File: src/rtl/delay_pkg.sv
// Shared types and defaults for the delay measurement checker.
// Holds the FSM state encoding and default count width / max delay.
package delay_pkg;

  typedef enum logic [0:0] {
    ST_IDLE,
    ST_COUNT
  } state_e;

  localparam int CNT_W_DEF     = 5;
  localparam int MAX_DELAY_DEF = 31;

endpackage

File: src/rtl/rise_det.sv
// Registered rising-edge detector, synchronous active-low reset.
// Ports: clk, rst_n, x_in (level), rise (one-cycle pulse, registered).
module rise_det (
  input  logic clk,
  input  logic rst_n,
  input  logic x_in,
  output logic rise
);

  logic x_q, x_d;
  logic rise_q, rise_d;

  always_comb begin
    x_d    = x_in;
    rise_d = x_in & ~x_q;
  end

  always_ff @(posedge clk) begin
    if (!rst_n) begin
      x_q    <= 1'b0;
      rise_q <= 1'b0;
    end else begin
      x_q    <= x_d;
      rise_q <= rise_d;
    end
  end

  assign rise = rise_q;

endmodule

File: src/rtl/delay_meas.sv
// Measures clk cycles between a start_in rising edge and echo_in rising edge.
// Ports: clk, rst_n, en, start_in, echo_in -> delay_out, meas_valid, timeout, busy.
module delay_meas
  import delay_pkg::*;
#(
  parameter int CNT_W     = CNT_W_DEF,
  parameter int MAX_DELAY = MAX_DELAY_DEF
) (
  input  logic             clk,
  input  logic             rst_n,
  input  logic             en,
  input  logic             start_in,
  input  logic             echo_in,
  output logic [CNT_W-1:0] delay_out,
  output logic             meas_valid,
  output logic             timeout,
  output logic             busy
);

  localparam logic [CNT_W-1:0] MAX_C = CNT_W'(MAX_DELAY);

  logic rise_start, rise_echo;

  rise_det u_start_det (
    .clk  (clk),
    .rst_n(rst_n),
    .x_in (start_in),
    .rise (rise_start)
  );

  rise_det u_echo_det (
    .clk  (clk),
    .rst_n(rst_n),
    .x_in (echo_in),
    .rise (rise_echo)
  );

  state_e           state_q, state_d;
  logic [CNT_W-1:0] cnt_q, cnt_d;
  logic [CNT_W-1:0] delay_q, delay_d;
  logic             mv_q, mv_d;
  logic             to_q, to_d;
  logic             busy_q, busy_d;

  always_comb begin
    state_d = state_q;
    cnt_d   = cnt_q;
    delay_d = delay_q;
    mv_d    = 1'b0;
    to_d    = 1'b0;
    if (!en) begin
      state_d = ST_IDLE;
      cnt_d   = '0;
    end else begin
      unique case (state_q)
        ST_IDLE: begin
          if (rise_start && rise_echo) begin
            delay_d = '0;
            mv_d    = 1'b1;
          end else if (rise_start) begin
            cnt_d   = CNT_W'(1);
            state_d = ST_COUNT;
          end
        end
        ST_COUNT: begin
          // Echo wins over a coincident restart; start is never re-armed here.
          if (rise_echo) begin
            delay_d = cnt_q;
            mv_d    = 1'b1;
            cnt_d   = '0;
            state_d = ST_IDLE;
          end else if (cnt_q == MAX_C) begin
            to_d    = 1'b1;
            cnt_d   = '0;
            state_d = ST_IDLE;
          end else begin
            cnt_d = cnt_q + CNT_W'(1);
          end
        end
        default: begin
          state_d = ST_IDLE;
          cnt_d   = '0;
        end
      endcase
    end
    busy_d = (state_d == ST_COUNT);
  end

  always_ff @(posedge clk) begin
    if (!rst_n) begin
      state_q <= ST_IDLE;
      cnt_q   <= '0;
      delay_q <= '0;
      mv_q    <= 1'b0;
      to_q    <= 1'b0;
      busy_q  <= 1'b0;
    end else begin
      state_q <= state_d;
      cnt_q   <= cnt_d;
      delay_q <= delay_d;
      mv_q    <= mv_d;
      to_q    <= to_d;
      busy_q  <= busy_d;
    end
  end

  assign delay_out  = delay_q;
  assign meas_valid = mv_q;
  assign timeout    = to_q;
  assign busy       = busy_q;

endmodule
File: config.mk
export PLATFORM = sky130hd
export DESIGN_NAME = delay_meas
export DESIGN_NICKNAME = d
export VERILOG_FILES = /design/src/rtl/delay_pkg.sv /design/src/rtl/rise_det.sv /design/src/rtl/delay_meas.sv
export SDC_FILE = /design/constraint.sdc
export NUM_CORES = 1
export LEC_CHECK = 0
export CORE_UTILIZATION = 30
export DETAILED_ROUTE_END_ITERATION = 12
export RECOVER_POWER = 25
export SLEW_MARGIN = 20
export SYNTH_ARGS = -nofsm -noshare
export SYNTH_HDL_FRONTEND = slang
export SYNTH_SLANG_ARGS = --single-unit
File: constraint.sdc
create_clock -name clk -period 3.25 [get_ports clk]
set_clock_uncertainty 0.05 [all_clocks]
set_input_delay 0.325 -clock clk [delete_from_list [all_inputs] [get_ports clk]]
set_output_delay 0.325 -clock clk [all_outputs]
set_load 0.005 [all_outputs]
==> results.cfg <==
[die]
die_area_um2 = 2407
rows = 16
die_w_um = 49.06
start_util_pct = 32.86
pin_count = 13
core-area_um2 = 2022
die_y_um = 49.06

[route]
wl_per_cell_um = 11.32
viasPerCell = 4.718
first_iter_violations = 6
drt_pass1_iterations = 2
drc = 0
vias = 519
wirelength_mm = 1.245
ant_nets = 0

[logic_synthesis]
synth.distinct_cells = 22
synth-seq-area-share_pct = 51.22
yosysWarnings = 0
synth_seq_cells = 17
synth_nets = 76
syn_avg_cell_area_um2 = 9.629
synth_cells = 69
syn-cell-area_um2 = 664.4

[global_route]
grt_pass1_vias = 487
gr-total-overflow = 0
grt_antenna_before_repair = 0
grt_pass1_wl_mm = 2.166
track_usage_pct = 11.68
grt_max_degree = 13

[final_layout]
regArea_um2 = 340.3
fillers = 210
fin_nets = 91
drive_gt1_share_pct = 7.229
area_delta_synth_final_pct = 24.67
final_cells = 110
fin_util_pct = 40.97
multi_input_area_um2 = 296.5
antenna_cells = 0

[placement]
pre_cts_slack_ns = 1.436
hpwl_um = 901.3
io_buffers = 12
dpl.cell_count = 106
place_congestion = 0.8149

[worst_setup_path]
cp_max_fo = 6
crit_type = register to register
worstSetupStartpointType = register
required_ns = 3.41
crit_start = cnt_q[0]
reg2reg_from = cnt_q[0]
rrSetupSlack_ns = 1.38
endpoint_kind = register
arrival_ns = 2.04

[sta]
rsz0062_at_grt = false
hold_violations = 0
relSlewSlack_pct = 69.50
maxSlewViolCount = 0
worst_slew_pin_slew_ns = 0.4555
setup_violations = 0
period_share_pct = 57.67
fin_ws_ns = 1.376
min_period_ns = 1.874
max_freq_ghz = 0.5335
timing.setup.tns_ns = 0

[clock_tree]
tritoncts = yes
cts_buffers = 3
max-clock-path-buffers = 2
clkSinkCount = 17
clk_pin_slew_ns = 0.09
h-tree-depth = 1
cts_resized = 0
clk_latency_ns = 0.29
post_cts_buffers = 0
root_buffer = clkbuf_4
hold_buffers = 0

[power]
power_leakage_uw = 0.0002906
peakVddDrop_uv = 256.1
internal_power_uw = 268.6
clockPowerShare_pct = 31.8
p_seq_share_pct = 62.8
power_density_nw_per_um2 = 415.8
power_uw = 344.4
p_sw_share_pct = 22.00
switchingPower_uw = 75.79
combinationalPowerShare_pct = 5.4

[run_status]
outcome = finished, final reports clean

[hold_path]
worstHoldStart = u_start_det.x_q
hold_path_class = register to register

[job]
max_cap_violations = 0
-- metal layers --
layer  vias to the layer above  part of all wire, %  GRT usage (%)
li1                        273                    -              -
met1                       239                   53          15.37
met2                         7                   43          16.89
met3                         0                  3.2          5.607
met4                         0                    0          2.941
met5                         -                    0              0
-- final cells by class --
class	instances	share of cell area, %
clock buffers	4	3.172
repair buffers	12	14.50
multi-input cells	47	35.80
inverters	3	1.360
well taps	27	4.079
flip-flops and latches	17	41.09
-- path summary, 6_finish.rpt --
path / to / cells past startpoint
worst max-delay path: cnt_q[3] / 6
worst min-delay path: u_start_det.rise / 1
worst max register to register: cnt_q[3] / 6
worst min register to register: u_start_det.rise / 1
-- state kept, by name, indices dropped and copies added, names as in the netlist --
| register | cells |
|---|---|
| delay_out | 5 |
| u_echo_det.x_q | 1 |
| cnt_q | 5 |
| u_echo_det.rise | 1 |
| timeout | 1 |
| meas_valid | 1 |
| u_start_det.rise | 1 |
| u_start_det.x_q | 1 |
| busy | 1 |
-- placed cells by master (no fill, tap or decap) --
| cell type | netlist | layout |
|---|---|---|
| nand2_1 | 10 | 10 |
| nand2b_1 | 2 | 2 |
| and3_1 | 1 | 1 |
| nor2b_1 | 3 | 3 |
| a41oi_1 | 1 | 1 |
| a311oi_1 | 1 | 1 |
| nand3_1 | 1 | 1 |
| dfxtp_1 | 17 | 17 |
| ha_1 | 2 | 2 |
| o211ai_1 | 1 | 1 |
| clkdlybuf4s50_1 | 0 | 11 |
| and2_0 | 0 | 2 |
| a32oi_1 | 2 | 2 |
| clkbuf_4 | 0 | 3 |
| o21ba_2 | 1 | 1 |
| a21o_1 | 1 | 1 |
| a21oi_1 | 7 | 7 |
| dlygate4sd3_1 | 0 | 1 |
| nor3b_4 | 1 | 1 |
| a311oi_2 | 1 | 1 |
| inv_1 | 3 | 3 |
| nand4_1 | 5 | 5 |
| nor2_1 | 5 | 5 |
| clkbuf_1 | 0 | 1 |
-- cell families (layout without fill, tap and decap cells) --
family                     count (synthesis)  after routing  share of synthesized area, %
and+or+nand+nor                           30             30                         24.29
adders and majority gates                  2              2                         3.766
DFF                                       17             17                         51.22
buffers and inverters                      5             19                         4.142
AOI/OAI and AO/OA                         15             15                         16.57
-- Yosys cell counts --
| cell type | n | area, µm² |
|---|---|---|
| buf_6 | 1 | 11.26 |
| inv_1 | 3 | 11.26 |
| ha_1 | 2 | 25.02 |
| nor3b_4 | 1 | 18.77 |
| o21ba_2 | 1 | 10.01 |
| nor2_1 | 5 | 18.77 |
| and3_1 | 1 | 6.260 |
| a21o_1 | 1 | 7.510 |
| nand3_1 | 1 | 5.000 |
| nor2b_1 | 3 | 18.77 |
| o211ai_1 | 1 | 7.510 |
| a311oi_2 | 1 | 15.01 |
| nand2_1 | 10 | 37.54 |
| buf_2 | 1 | 5.000 |
| a41oi_1 | 1 | 8.760 |
| nand4_1 | 5 | 31.28 |
| dfxtp_1 | 17 | 340.3 |
| a32oi_1 | 2 | 17.52 |
| and2_1 | 2 | 12.51 |
| a311oi_1 | 1 | 8.760 |
| nand2b_1 | 2 | 12.51 |
| a21oi_1 | 7 | 35.03 |
-- through the flow --
step | cell area, µm² | hold WS [ns]
floorplan | 664.4 | 0.3174
global placement | 802.0 | 0.3221
detailed placement | 802.0 | 0.3253
CTS | 828.3 | 0.3430
global route | 828.3 | 0.3601
finish | 828.3 | 0.3377
-- power by group through the flow --
stage,clock [µW],combinational (µW),sequential (µW)
after detailed placement,0,18.8,221
after global placement,0,18.7,221
final,110,18.5,216
after global routing,127,20.5,217
after floorplan,0,13.2,218
after CTS,116,19.0,216
-- critical path, cell delays in order (launching register included) --
cell and delay, ns:
dfxtp_1 0.36, ha_1 0.23, and3_1 0.19, ha_1 0.21
nor3b_4 0.31, a41oi_1 0.19, a311oi_2 0.25
Power figures use the tool's default switching activity.
